**src/rtl/mesh_inj_pkg.sv**
```systemverilog
// Shared definitions for the mesh terminal injection arbiter: packet field
// widths, payload width helper and the injection FSM state encoding.
package mesh_inj_pkg;

  localparam int NXTJP_W = 8;
  localparam int ROW_W   = 4;
  localparam int COL_W   = 4;
  localparam int MODE_W  = 1;
  localparam int HDR_W   = NXTJP_W + ROW_W + COL_W + MODE_W;

  // Payload bits left below the routing header for a given packet width
  function automatic int payload_w(input int pkt_w);
    return pkt_w - HDR_W;
  endfunction

  typedef enum logic [0:0] {
    IDLE    = 1'b0,
    PRESENT = 1'b1
  } inj_state_t;

endpackage

```
**src/rtl/mesh_term_inj_arb_rr_arbiter.sv**
```systemverilog
// Round-robin arbiter: grants the first asserted request found while walking
// upward from ptr, wrapping N-1 -> 0. Purely combinational.
module rr_arbiter #(
  parameter int N = 4,
  localparam int IW = (N > 1) ? $clog2(N) : 1
) (
  input  logic [N-1:0]  req,
  input  logic [IW-1:0] ptr,
  output logic [N-1:0]  gnt,
  output logic [IW-1:0] gnt_idx
);

  logic          found_s;
  logic [IW-1:0] idx_s;

  // Rotating priority search; the first hit from ptr upward wins
  always_comb begin
    gnt     = '0;
    gnt_idx = '0;
    found_s = 1'b0;
    idx_s   = '0;
    for (int i = 0; i < N; i++) begin
      idx_s = IW'((int'(ptr) + i) % N);
      if (!found_s && req[idx_s]) begin
        found_s    = 1'b1;
        gnt[idx_s] = 1'b1;
        gnt_idx    = idx_s;
      end else begin
        found_s = found_s;
      end
    end
  end

endmodule

```
**src/rtl/mesh_term_inj_arb.sv**
```systemverilog
// Injection arbiter for one mesh terminal: shares the terminal input port
// among NREQ packet sources round-robin, holds each presented packet until
// the router pops it, and flags stalls and spurious pops.
module mesh_term_inj_arb
  import mesh_inj_pkg::*;
#(
  parameter int NREQ    = 4,
  parameter int pckg_sz = 20,
  parameter int TIMEOUT = 64,
  localparam int IW = $clog2(NREQ)
) (
  input  logic                    clk,
  input  logic                    reset,
  input  logic [NREQ-1:0]         req_valid,
  input  logic [NREQ*pckg_sz-1:0] req_data,
  output logic [NREQ-1:0]         req_ready,
  output logic                    pndng_i_in,
  output logic [pckg_sz-1:0]      data_out_i_in,
  input  logic                    popin,
  output logic [IW-1:0]           grant_id,
  output logic [15:0]             pkt_cnt,
  output logic                    stall_err,
  output logic                    proto_err
);

  // Wide enough to hold TIMEOUT-1 with headroom for saturation
  localparam int SW = $clog2(TIMEOUT) + 1;

  inj_state_t         state_r;
  inj_state_t         state_nxt_s;
  logic [IW-1:0]      rr_ptr_r;
  logic [IW-1:0]      rr_ptr_nxt_s;
  logic [SW-1:0]      stall_cnt_r;
  logic [NREQ-1:0]    gnt_s;
  logic [IW-1:0]      gnt_idx_s;
  logic [pckg_sz-1:0] sel_data_s;
  logic               load_s;
  logic               waiting_s;

  rr_arbiter #(.N(NREQ)) u_rr (
    .req     (req_valid),
    .ptr     (rr_ptr_r),
    .gnt     (gnt_s),
    .gnt_idx (gnt_idx_s)
  );

  assign pndng_i_in = (state_r == PRESENT);
  assign waiting_s  = (state_r == PRESENT) && !popin;

  // Pick the winner's packet out of the flat request bus (grant is one-hot)
  always_comb begin
    sel_data_s = '0;
    for (int i = 0; i < NREQ; i++) begin
      sel_data_s = sel_data_s | (req_data[i*pckg_sz +: pckg_sz] & {pckg_sz{gnt_s[i]}});
    end
  end

  // Next pointer: one past the winner, wrapping at NREQ
  always_comb begin
    if (gnt_idx_s == IW'(NREQ - 1)) begin
      rr_ptr_nxt_s = '0;
    end else begin
      rr_ptr_nxt_s = gnt_idx_s + IW'(1);
    end
  end

  // FSM next state, load decision and the handshake toward requesters
  always_comb begin
    state_nxt_s = state_r;
    load_s      = 1'b0;
    req_ready   = '0;
    case (state_r)
      IDLE: begin
        if (|req_valid) begin
          load_s      = 1'b1;
          state_nxt_s = PRESENT;
        end else begin
          state_nxt_s = IDLE;
        end
      end
      PRESENT: begin
        if (popin && (|req_valid)) begin
          load_s      = 1'b1;
          state_nxt_s = PRESENT;
        end else if (popin) begin
          state_nxt_s = IDLE;
        end else begin
          state_nxt_s = PRESENT;
        end
      end
      default: begin
        state_nxt_s = IDLE;
      end
    endcase
    if (reset) begin
      load_s      = 1'b0;
      state_nxt_s = IDLE;
    end else begin
      load_s = load_s;
    end
    if (load_s) begin
      req_ready = gnt_s;
    end else begin
      req_ready = '0;
    end
  end

  // State, presented packet, round-robin pointer, counters and sticky errors
  always_ff @(posedge clk) begin
    if (reset) begin
      state_r       <= IDLE;
      rr_ptr_r      <= '0;
      data_out_i_in <= '0;
      grant_id      <= '0;
      pkt_cnt       <= 16'd0;
      stall_cnt_r   <= '0;
      stall_err     <= 1'b0;
      proto_err     <= 1'b0;
    end else begin
      state_r <= state_nxt_s;
      if (load_s) begin
        data_out_i_in <= sel_data_s;
        grant_id      <= gnt_idx_s;
        rr_ptr_r      <= rr_ptr_nxt_s;
      end
      if ((state_r == PRESENT) && popin) begin
        pkt_cnt <= pkt_cnt + 16'd1;
      end
      if ((state_r == IDLE) && popin) begin
        proto_err <= 1'b1;
      end
      if (load_s || popin) begin
        stall_cnt_r <= '0;
      end else if (waiting_s && (stall_cnt_r != {SW{1'b1}})) begin
        stall_cnt_r <= stall_cnt_r + SW'(1);
      end
      if (waiting_s && (stall_cnt_r >= SW'(TIMEOUT - 1))) begin
        stall_err <= 1'b1;
      end
    end
  end

endmodule

```
**config.mk**
```make
export PLATFORM = sky130hd
export DESIGN_NAME = mesh_term_inj_arb
export DESIGN_NICKNAME = d
export VERILOG_FILES = /design/src/rtl/mesh_inj_pkg.sv /design/src/rtl/mesh_term_inj_arb_rr_arbiter.sv /design/src/rtl/mesh_term_inj_arb.sv
export SDC_FILE = /design/constraint.sdc
export NUM_CORES = 1
export LEC_CHECK = 0
export CAP_MARGIN = 20
export CORE_MARGIN = 2
export CORE_UTILIZATION = 30
export DETAILED_ROUTE_END_ITERATION = 16
export GPL_TIMING_DRIVEN = 1
export HOLD_SLACK_MARGIN = 0.03
export SLEW_MARGIN = 20
export SYNTH_ARGS = -nofsm -noshare
export SYNTH_HDL_FRONTEND = slang
export SYNTH_HIERARCHICAL = 1
export SYNTH_SLANG_ARGS = --single-unit
export TNS_END_PERCENT = 1
```
**constraint.sdc**
```tcl
create_clock -name clk -period 3.1 [get_ports clk]
set_input_delay 0.465 -clock clk [delete_from_list [all_inputs] [get_ports clk]]
set_output_delay 0.465 -clock clk [all_outputs]
set_load 0.1 [all_outputs]
```
-- After elaboration in Yosys (flattened, before gate mapping)
Index checks and enable logic that the tools add are counted.
Widths: inputs -> output; s select.
- $add $sub $neg: 6
- order comparisons: 9
- equal/unequal tests: 2
- muxes and demuxes: 36
- bitwise operators: 11
- reduce and logical (&&, ||, !) cells: 20
- operator list (operator ; count):
    $and 20x20->20 ; 4
    $or 20x20->20 ; 3
    $mux 4 ; 5
    $add 16x1->16 const B ; 1
    $mux 1 ; 16
    $logic_and 1x1->1 ; 13
    $lt 2x3->1 const B ; 4
    $or 4x4->4 ; 3
    $mux 2 ; 5
    $bmux 1 s2 ; 4
    $demux 1 s2 ; 4
    $ge 2x1->1 const B ; 4
    $add 7x1->7 const B ; 1
    $ge 7x6->1 const B ; 1
    $ne 7x7->1 const B ; 1
    $add 2x1->2 const B ; 2
    $add 2x2->2 const B ; 2
    $logic_not 1->1 ; 4
    $pmux 1 s2 ; 2
    $reduce_or 4->1 ; 1
    $eq 2x2->1 const B ; 1
    $reduce_or 2->1 ; 1
    $logic_or 1x1->1 ; 1
    $not 1->1 ; 1
- register bits: 50
- output and inout port bits: 45
- word-level logic and storage cells: 92

-- Logic depth before layout (Yosys ltp)
Gate-level depths: netlist (run 1).
- depth after elaboration: 16
- gate-level depth with buffers: 11
- gate-level depth less buffers: 9

-- Modules after synthesis
Netlist (run 1), hierarchy kept.
- modules (own cells, without submodules) (module ; instances ; cells an instance ; area an instance (um2) ; seq. area each (um2)):
    mesh_term_inj_arb ; 1 ; 278 ; 2471.1 ; 1001.0
    rr_arbiter ; 1 ; 65 ; 489.2 ; 0.0

-- Least setup slack after synthesis (run 1)
No wires, ideal clock.
- path kind: reg-to-output
- from: register rr_ptr_r[0]
- to: output req_ready[2]
- arrival time: 4.596 ns
- required time: 2.635 ns
- slack: -1.961 ns
- stages on the path, launching flop included: 11
- path buffers: 3
- path through: dfxtp_1 buf_6 buf_2 inv_1 ha_1 mux4_2 or2_4 nor2b_4 a221o_2 clkbuf_1 nor3b_1
- cells in the longest elaborated chain, start to end: 13
- elaborated cells between the ends (all ways): 48
- those cells by class: add/sub (3); order compare (8); mux (24); bitwise (3); reduce/logical (10)
- ends and longest elaborated chain (item ; RTL line ; source):
    from (decl) ; mesh_term_inj_arb.sv:31 ; logic [IW-1:0] rr_ptr_r;
    from (signal assigned) ; mesh_term_inj_arb.sv:124 ; rr_ptr_r <= rr_ptr_nxt_s;
    branches (longest 11 deep; another with $lt 2x3->1) ; n/a ;
    $mux 4 (*) ; mesh_term_inj_arb_rr_arbiter.sv:24 ; if (!found_s && req[idx_s]) begin
    named net gnt_s[2] ; mesh_term_inj_arb.sv:34 ; logic [NREQ-1:0] gnt_s;
    $mux 4 (*) ; mesh_term_inj_arb.sv:101 ; if (load_s) begin
    to (decl) ; mesh_term_inj_arb.sv:16 ; output logic [NREQ-1:0] req_ready,
Mark *: on every way through the listed nets, which the timed path passes. The select of a mux whose other input is x is not followed.

-- Worst setup path after layout (run 1)
- from: input req_valid[1]
- to: output req_ready[1]
- cells in the longest elaborated chain, start to end: 13
- elaborated cells between the ends (all ways): 31
- those cells by class: mux (20); bitwise (3); reduce/logical (8)
- ends and longest elaborated chain (item ; RTL line ; source):
    from (decl) ; mesh_term_inj_arb.sv:14 ; input logic [NREQ-1:0] req_valid,
    $bmux 1 s2 ; mesh_term_inj_arb_rr_arbiter.sv:24 ;
    $mux 1 (not written as such) ; mesh_term_inj_arb_rr_arbiter.sv:24 ;
    $mux 1 ; mesh_term_inj_arb_rr_arbiter.sv:24 ;
    $logic_not 1->1 ; mesh_term_inj_arb_rr_arbiter.sv:24 ;
    $logic_and 1x1->1 ; mesh_term_inj_arb_rr_arbiter.sv:24 ;
    $mux 1 ; mesh_term_inj_arb_rr_arbiter.sv:24 ;
    $logic_not 1->1 ; mesh_term_inj_arb_rr_arbiter.sv:24 ;
    $logic_and 1x1->1 ; mesh_term_inj_arb_rr_arbiter.sv:24 ;
    $mux 1 ; mesh_term_inj_arb_rr_arbiter.sv:24 ;
    $logic_not 1->1 ; mesh_term_inj_arb_rr_arbiter.sv:24 ;
    $logic_and 1x1->1 ; mesh_term_inj_arb_rr_arbiter.sv:24 ;
    $mux 4 (*) ; mesh_term_inj_arb_rr_arbiter.sv:24 ;
    named net gnt_s[1] ; mesh_term_inj_arb.sv:34 ;
    $mux 4 (*) ; mesh_term_inj_arb.sv:101 ;
The timed path passes the listed nets; every way through them passes the cells marked *. The select of a mux whose other input is x is not followed.

==> results of run 1 <==
==> per-layer routing <==
metal  track usage (%)  vias to the layer above
met5                 0                        -
li1                  -                     1552
met1              20.9                     1471
met4              4.76                        0
met2              27.2                       58
met3              2.15                       11
==> critical path, delay by kind of cell <==
family | cells | cell delay [ns]
compound gates | 1 | 0.17
simple gates | 3 | 0.63
buf+inv | 2 | 0.71
mux | 1 | 0.51
==> through the flow <==
stage          setup WS, ns  TNS [ns]  cell area [um2]
2_1_floorplan        -0.184    -0.731             3070
3_3_place_gp          0.101         0             4390
3_5_place_dp         0.0228         0             4390
4_1_cts             0.00474         0             4500
5_1_grt              0.0207         0             4540
6_report              0.136         0             4540
==> repair_timing <==
action                     CTS  global route
setup endpoints to repair    4             4
pin swaps                    0             0
hold endpoints to repair     0             0
setup buffers                0             3
hold buffers                 0             0
resized for setup            1             2
==> sequential cells by signal (all words and copies together), names as in the netlist <==
name / cells
grant_id: 2
pkt_cnt: 16
rr_ptr_r: 2
data_out_i_in: 20
stall_cnt_r: 7
pndng_i_in: 1
stall_err: 1
proto_err: 1
==> power breakdown <==
group | switching, uW | internal, uW
clock network | 221 | 241
logic | 1480 | 778
registers | 71.3 | 755
==> final cells by class <==
type	count	area share, %
repair buffers	150	30.8
multi-input cells	259	40.4
clock inverters	2	0.826
flip-flops and latches	50	22.1
well taps	133	3.66
clock buffers	6	1.60
inverters	7	0.634
==> synthesized netlist by cell type, types with 4 or more instances <==
cell / number
nand4_1: 5
nor3b_1: 6
xor2_1: 6
or3_1: 4
inv_1: 7
nand2_1: 28
nand3_1: 9
a21oi_1: 15
ha_1: 8
o21ai_0: 12
a221o_2: 4
xnor2_1: 5
buf_2: 6
dfxtp_1: 50
a311oi_1: 20
buf_6: 4
clkbuf_1: 12
a22oi_1: 40
nor2_1: 42
==> cells by family after synthesis <==
| logic type | share of synthesized area, % |
|---|---|
| AO/OA/AOI/OAI | 26.7 |
| XOR/XNOR | 3.25 |
| adder cells (fa/ha/maj) | 3.38 |
| buffers and inverters | 6.38 |
| flip-flops | 33.8 |
| multiplexers | 3.72 |
| AND/OR/NAND/NOR | 22.8 |
==> path summary, 6_finish.rpt <==
check | start | end | slack, ns | cells after the start
hold / removal | stall_err$_SDFFE_PP0P_ | stall_err$_SDFFE_PP0P_ | 0.48 | 2
setup / recovery | req_valid[1] | req_ready[1] | 0.14 | 7
setup reg to reg | rr_ptr_r[0]$_SDFFE_PP0N_ | data_out_i_in[11]$_SDFFE_PP0N_ | 0.64 | 9
hold reg to reg | stall_err$_SDFFE_PP0P_ | stall_err$_SDFFE_PP0P_ | 0.48 | 2
==> impl_results.md, run 1 <==
- Status: finished clean
- Top cell type's share of synthesized area: 33.8%
- Iter 0 DRT Violations: 118
- Max-cap violation count: 0
- Met2 WL post-DR: 4580 um
- Clk sinks: 50
- Total wire length after detailed routing: 9250 um
- Post-Synthesis Cells: 343
- First-pass GRT wire length: 13,600 um
- Synth Net Count: between 400 and 500
- Most frequent cells in the layout: clkdlybuf4s50_1, buf_4, dfxtp_1, nor2_1, a22oi_1
- Vias in the first global route: 2,685
- Power per cell area: 780 mW/mm2
- Largest net degree at the start of global routing: 44
- F_max: 337 MHz
- Slew Viols, Final: 0
- Hold/Removal Path Class: flip-flop to flip-flop
- Final setup fails: 0
- CTS max path bufs: 2
- #FFs+latches synth: 50
- Met1 wire length: 4220 um
- Number of distinct library cells after synthesis: between 50 and 60
- Ant. Diodes: 0
- Clock slew at reported path FFs: 0.09 ns
- GRT overflow: 0
- Commonest non-fill, non-tap cell in the layout: clkdlybuf4s50_1
- Drt first pass iters: 4
- Vias: 3,092
- Htree depth: 2
- Inst Count DP: between 500 and 600
- Worst path slowest cell: clkdlybuf4s50_1
- RSZ-0062 raised after global routing: false
- Mapped Area: 0.00296 mm2
- Ratio of cells with drive above 1 in the final layout: 21.5%
- DP Wirelength: 6940 um
- Final clock skew: ~0.009 ns
- Synthesis warning total: 6
- Die area: 0.0107 mm2
- Syn Area/Cell: approximately 8.6 um2
- Top FF cell, synth: dfxtp_1
- Synth top area cells: dfxtp_1, a22oi_1, a311oi_1
- Routed Antenna Nets: 0
- Post-synthesis sequential area ratio: 33.8%
- Width of the die: 103 um
- DRC Markers: 0
- CP max stage delay: around 0.51 ns
- Final Hold Vio Count: 0
- Top Metal Used: met4
- Chip Height: 103 um
- CP startpoint kind: input port
- CTS buffer count: 5
- Syn-to-layout area delta: 53.4%
- Crit path time final: 2.96 ns
- Worst-Margin Slew: roughly 0.80 ns
- GPL Wtd Cong: 0.803
- GR Util All Layers: between 15 and 20%
- Peak VDD IR: 0.000524 V
- Nets: 568
- Initial Util: between 30 and 40%
- Layout Cells excl Fill: 607
- Rel. slew slack: 46.6%
- Worst path required time: 2.63 ns
- Total power: between 3000 and 4000 uW
- Post-synth ARST share: 0%
- Critical Path End Type: output port
- Post-synth EDFFs: 0
- Worst hold margin: 0.479 ns
- # IOs: 132
- Worst-path cell chain: clkdlybuf4s50_1 > mux4_2 > or2_4 > nor2b_4 > a221o_2 > nor3b_4 > buf_12
- Multi-input gate area: around 0.0018 mm2
- P_leak: ~0.0017 uW
- Worst-skew pair later-pin latency: 0.29 ns
- Placeable Area: 0.00968 mm2
- Routed vias/inst: 5.09
- # fillers: 944
- Critical Path Fanout Max: 8
- Drt wl/cell: 15.2 um
- Period Utilization, post-route: about 96%
- Row count: 36
- Met3 wire len: 281 um
- WP data arrival: 2.50 ns
- Sequential cell area: 0.00100 mm2
- Biggest area consumer among synthesized cells: dfxtp_1
- CTS tree: built
- Root Driver: clkbuf_8
- Initial antenna violation count: 0
- Final core utilization: 46.9%
- Port bufs: 131
- Critical path class: input port to output port
No activity file was read; power rests on OpenSTA's default activity.
==> run 2, diff against run 1 <==
- PLACE_DENSITY: unset -> 0.65
- SKIP_LAST_GASP: unset -> 1
==> impl_results.md, run 2 (synthesis results as in run 1) <==
- DP Wirelength: 6920 um
- Slew Viols, Final: 0
- Reg2Reg Depth: 9
- Row count: 36
- Commonest non-fill, non-tap cell in the layout: clkdlybuf4s50_1
- Port bufs: 131
- R2r setup slk: 0.60 ns
- DRC Markers: 0
- Ant. Diodes: 0
- Largest registers: data_out_i_in (20), pkt_cnt (16), stall_cnt_r (7)
- Clk sinks: 50
- First-pass GRT wire length: 13,800 um
- Crit path time final: 3.01 ns
- Critical Path End Type: output port
- Worst-skew pair later-pin latency: 0.31 ns
- Width of the die: 103 um
- Initial Util: 30.6%
- Hold-critical path depth: 2
- CP max stage delay: ~0.5 ns
- Reg with most FFs: data_out_i_in
- GR Util All Layers: between 10% and 20%
- Ratio of cells with drive above 1 in the final layout: 21.4%
- Number of flip-flops under the largest register name: 20
- Critical path class: input port to output port
- Worst path bufs/invs: 3
- Critical Path Fanout Max: 9
- Syn-to-layout area delta: 52.1%
- Delay-heaviest family, CP: buffers and inverters
- CP startpoint kind: input port
- Final Hold Vio Count: 0
- Die area: around 0.011 mm2
- Largest net degree at the start of global routing: 44
- Total power: 3460 uW
- Worst path required time: ~2.6 ns
- Routed Antenna Nets: 0
- Power per cell area: 769 mW/mm2
- Vias: 3,140
- F_max: between 300 and 400 MHz
- GPL Wtd Cong: 0.813
- Final setup fails: 0
- Most frequent cells in the layout: clkdlybuf4s50_1, buf_4, dfxtp_1, nor2_1, a22oi_1
- Initial antenna violation count: 0
- WP data arrival: 2.55 ns
- Worst-path cell chain: clkdlybuf4s50_1 > buf_4 > and3b_1 > o21ai_0 > o31ai_2 > a221o_2 > nor3b_4 > buf_12
- Final core utilization: a little under half
- Worst-Margin Slew: 0.797 ns
- CTS max path bufs: 2
- Inst Count DP: 597
- # IOs: 132
- Worst path depth: 8
- CTS buffer count: 5
- Nets: between 500 and 600
- Final clock skew: 0.0173 ns
- Vias in the first global route: around 2,800
- Worst path slowest cell: clkdlybuf4s50_1
- CTS tree: built
- Chip Height: 103 um
- Rel. slew slack: 46.9%
- Hold_buf cts: 0
- P_leak: 0.00172 uW
- Layout Cells excl Fill: around 600
- Total wire length after detailed routing: about 9200 um
- GRT overflow: 0
- Htree depth: 2
- RSZ-0062 raised after global routing: false
- Routed vias/inst: between 5 and 6
- Max-cap violation count: 0
- Drt wl/cell: 15.2 um
- Placeable Area: 0.00968 mm2
- Status: finished clean
- Hold/Removal Path Class: flip-flop to flip-flop
- Setup tns final: 0 ns
- Drt first pass iters: 4
- Iter 0 DRT Violations: 114
- Clock slew at reported path FFs: 0.09 ns
- Period Utilization, post-route: 97.2%
- Root Driver: clkbuf_8
- Peak VDD IR: 0.000499 V
-- run 2: cell types whose count changed in the layout (fill, tap and decap cells not counted), sizes merged --
cell,previous run,this run
bufinv,1,0
inv,7,8
clkinvlp,1,0
buf,65,63
clkinv,0,2
clkdlybuf4s50,85,84
clkbuf,6,5
dlymetal6s2s,0,1
-- run 2: worst min-delay path: cells and delay by family, from the launching register on --
kind	cells	cell delay, ns
flip-flops	1	0.32
AND/OR/NAND/NOR	1	0.05
AO/OA/AOI/OAI	1	0.05
-- run 2: timing repair --
| action | CTS | global route |
|---|---|---|
| pin swaps | 0 | 1 |
| endpoints found under the setup margin | 4 | 2 |
| setup buffers | 0 | 0 |
| resized for setup | 1 | 1 |
-- run 2: power breakdown --
part	internal, uW	total, uW	switching (uW)
logic	754	2230	1480
clock network	168	410	242
registers	753	820	67.4
-- run 2: metrics by stage --
step	setup WS, ns	area [um2]	hold slack (ns)
finish	0.0867	4500	0.466
global route	0.0217	4500	0.499
CTS	0.0847	4500	0.467
detailed placement	-0.0186	4400	0.454
global placement	0.0616	4400	0.447
floorplan	-0.184	3070	0.467
-- run 2: final cells by class --
class | count | area (um2)
Tap cell | 133 | 166
Timing Repair Buffer | 148 | 1370
Clock inverter | 3 | 28.8
Fill cell | 943 | 5180
Multi-Input combinational cell | 259 | 1830
Inverter | 7 | 28.8
Clock buffer | 5 | 68.8
Sequential cell | 50 | 1000
-- run 2: path summary, 6_finish.rpt --
path	start	end
max reg2reg	rr_ptr_r[0]$_SDFFE_PP0N_	data_out_i_in[0]$_SDFFE_PP0N_
min	grant_id[0]$_SDFFE_PP0N_	grant_id[0]$_SDFFE_PP0N_
max	req_valid[3]	req_ready[3]
min reg2reg	grant_id[0]$_SDFFE_PP0N_	grant_id[0]$_SDFFE_PP0N_
-- run 2: metal layers --
layer  GRT usage [%]  wire length (um)  part of all wire [%]  up-vias
met3            2.55               378                   4.1        9
met4            4.96               142                   1.5        0
met1            21.4              4060                    44     1507
met5               0                 0                     0        -
li1                -                 -                     -     1546
met2            27.8              4630                    50       78
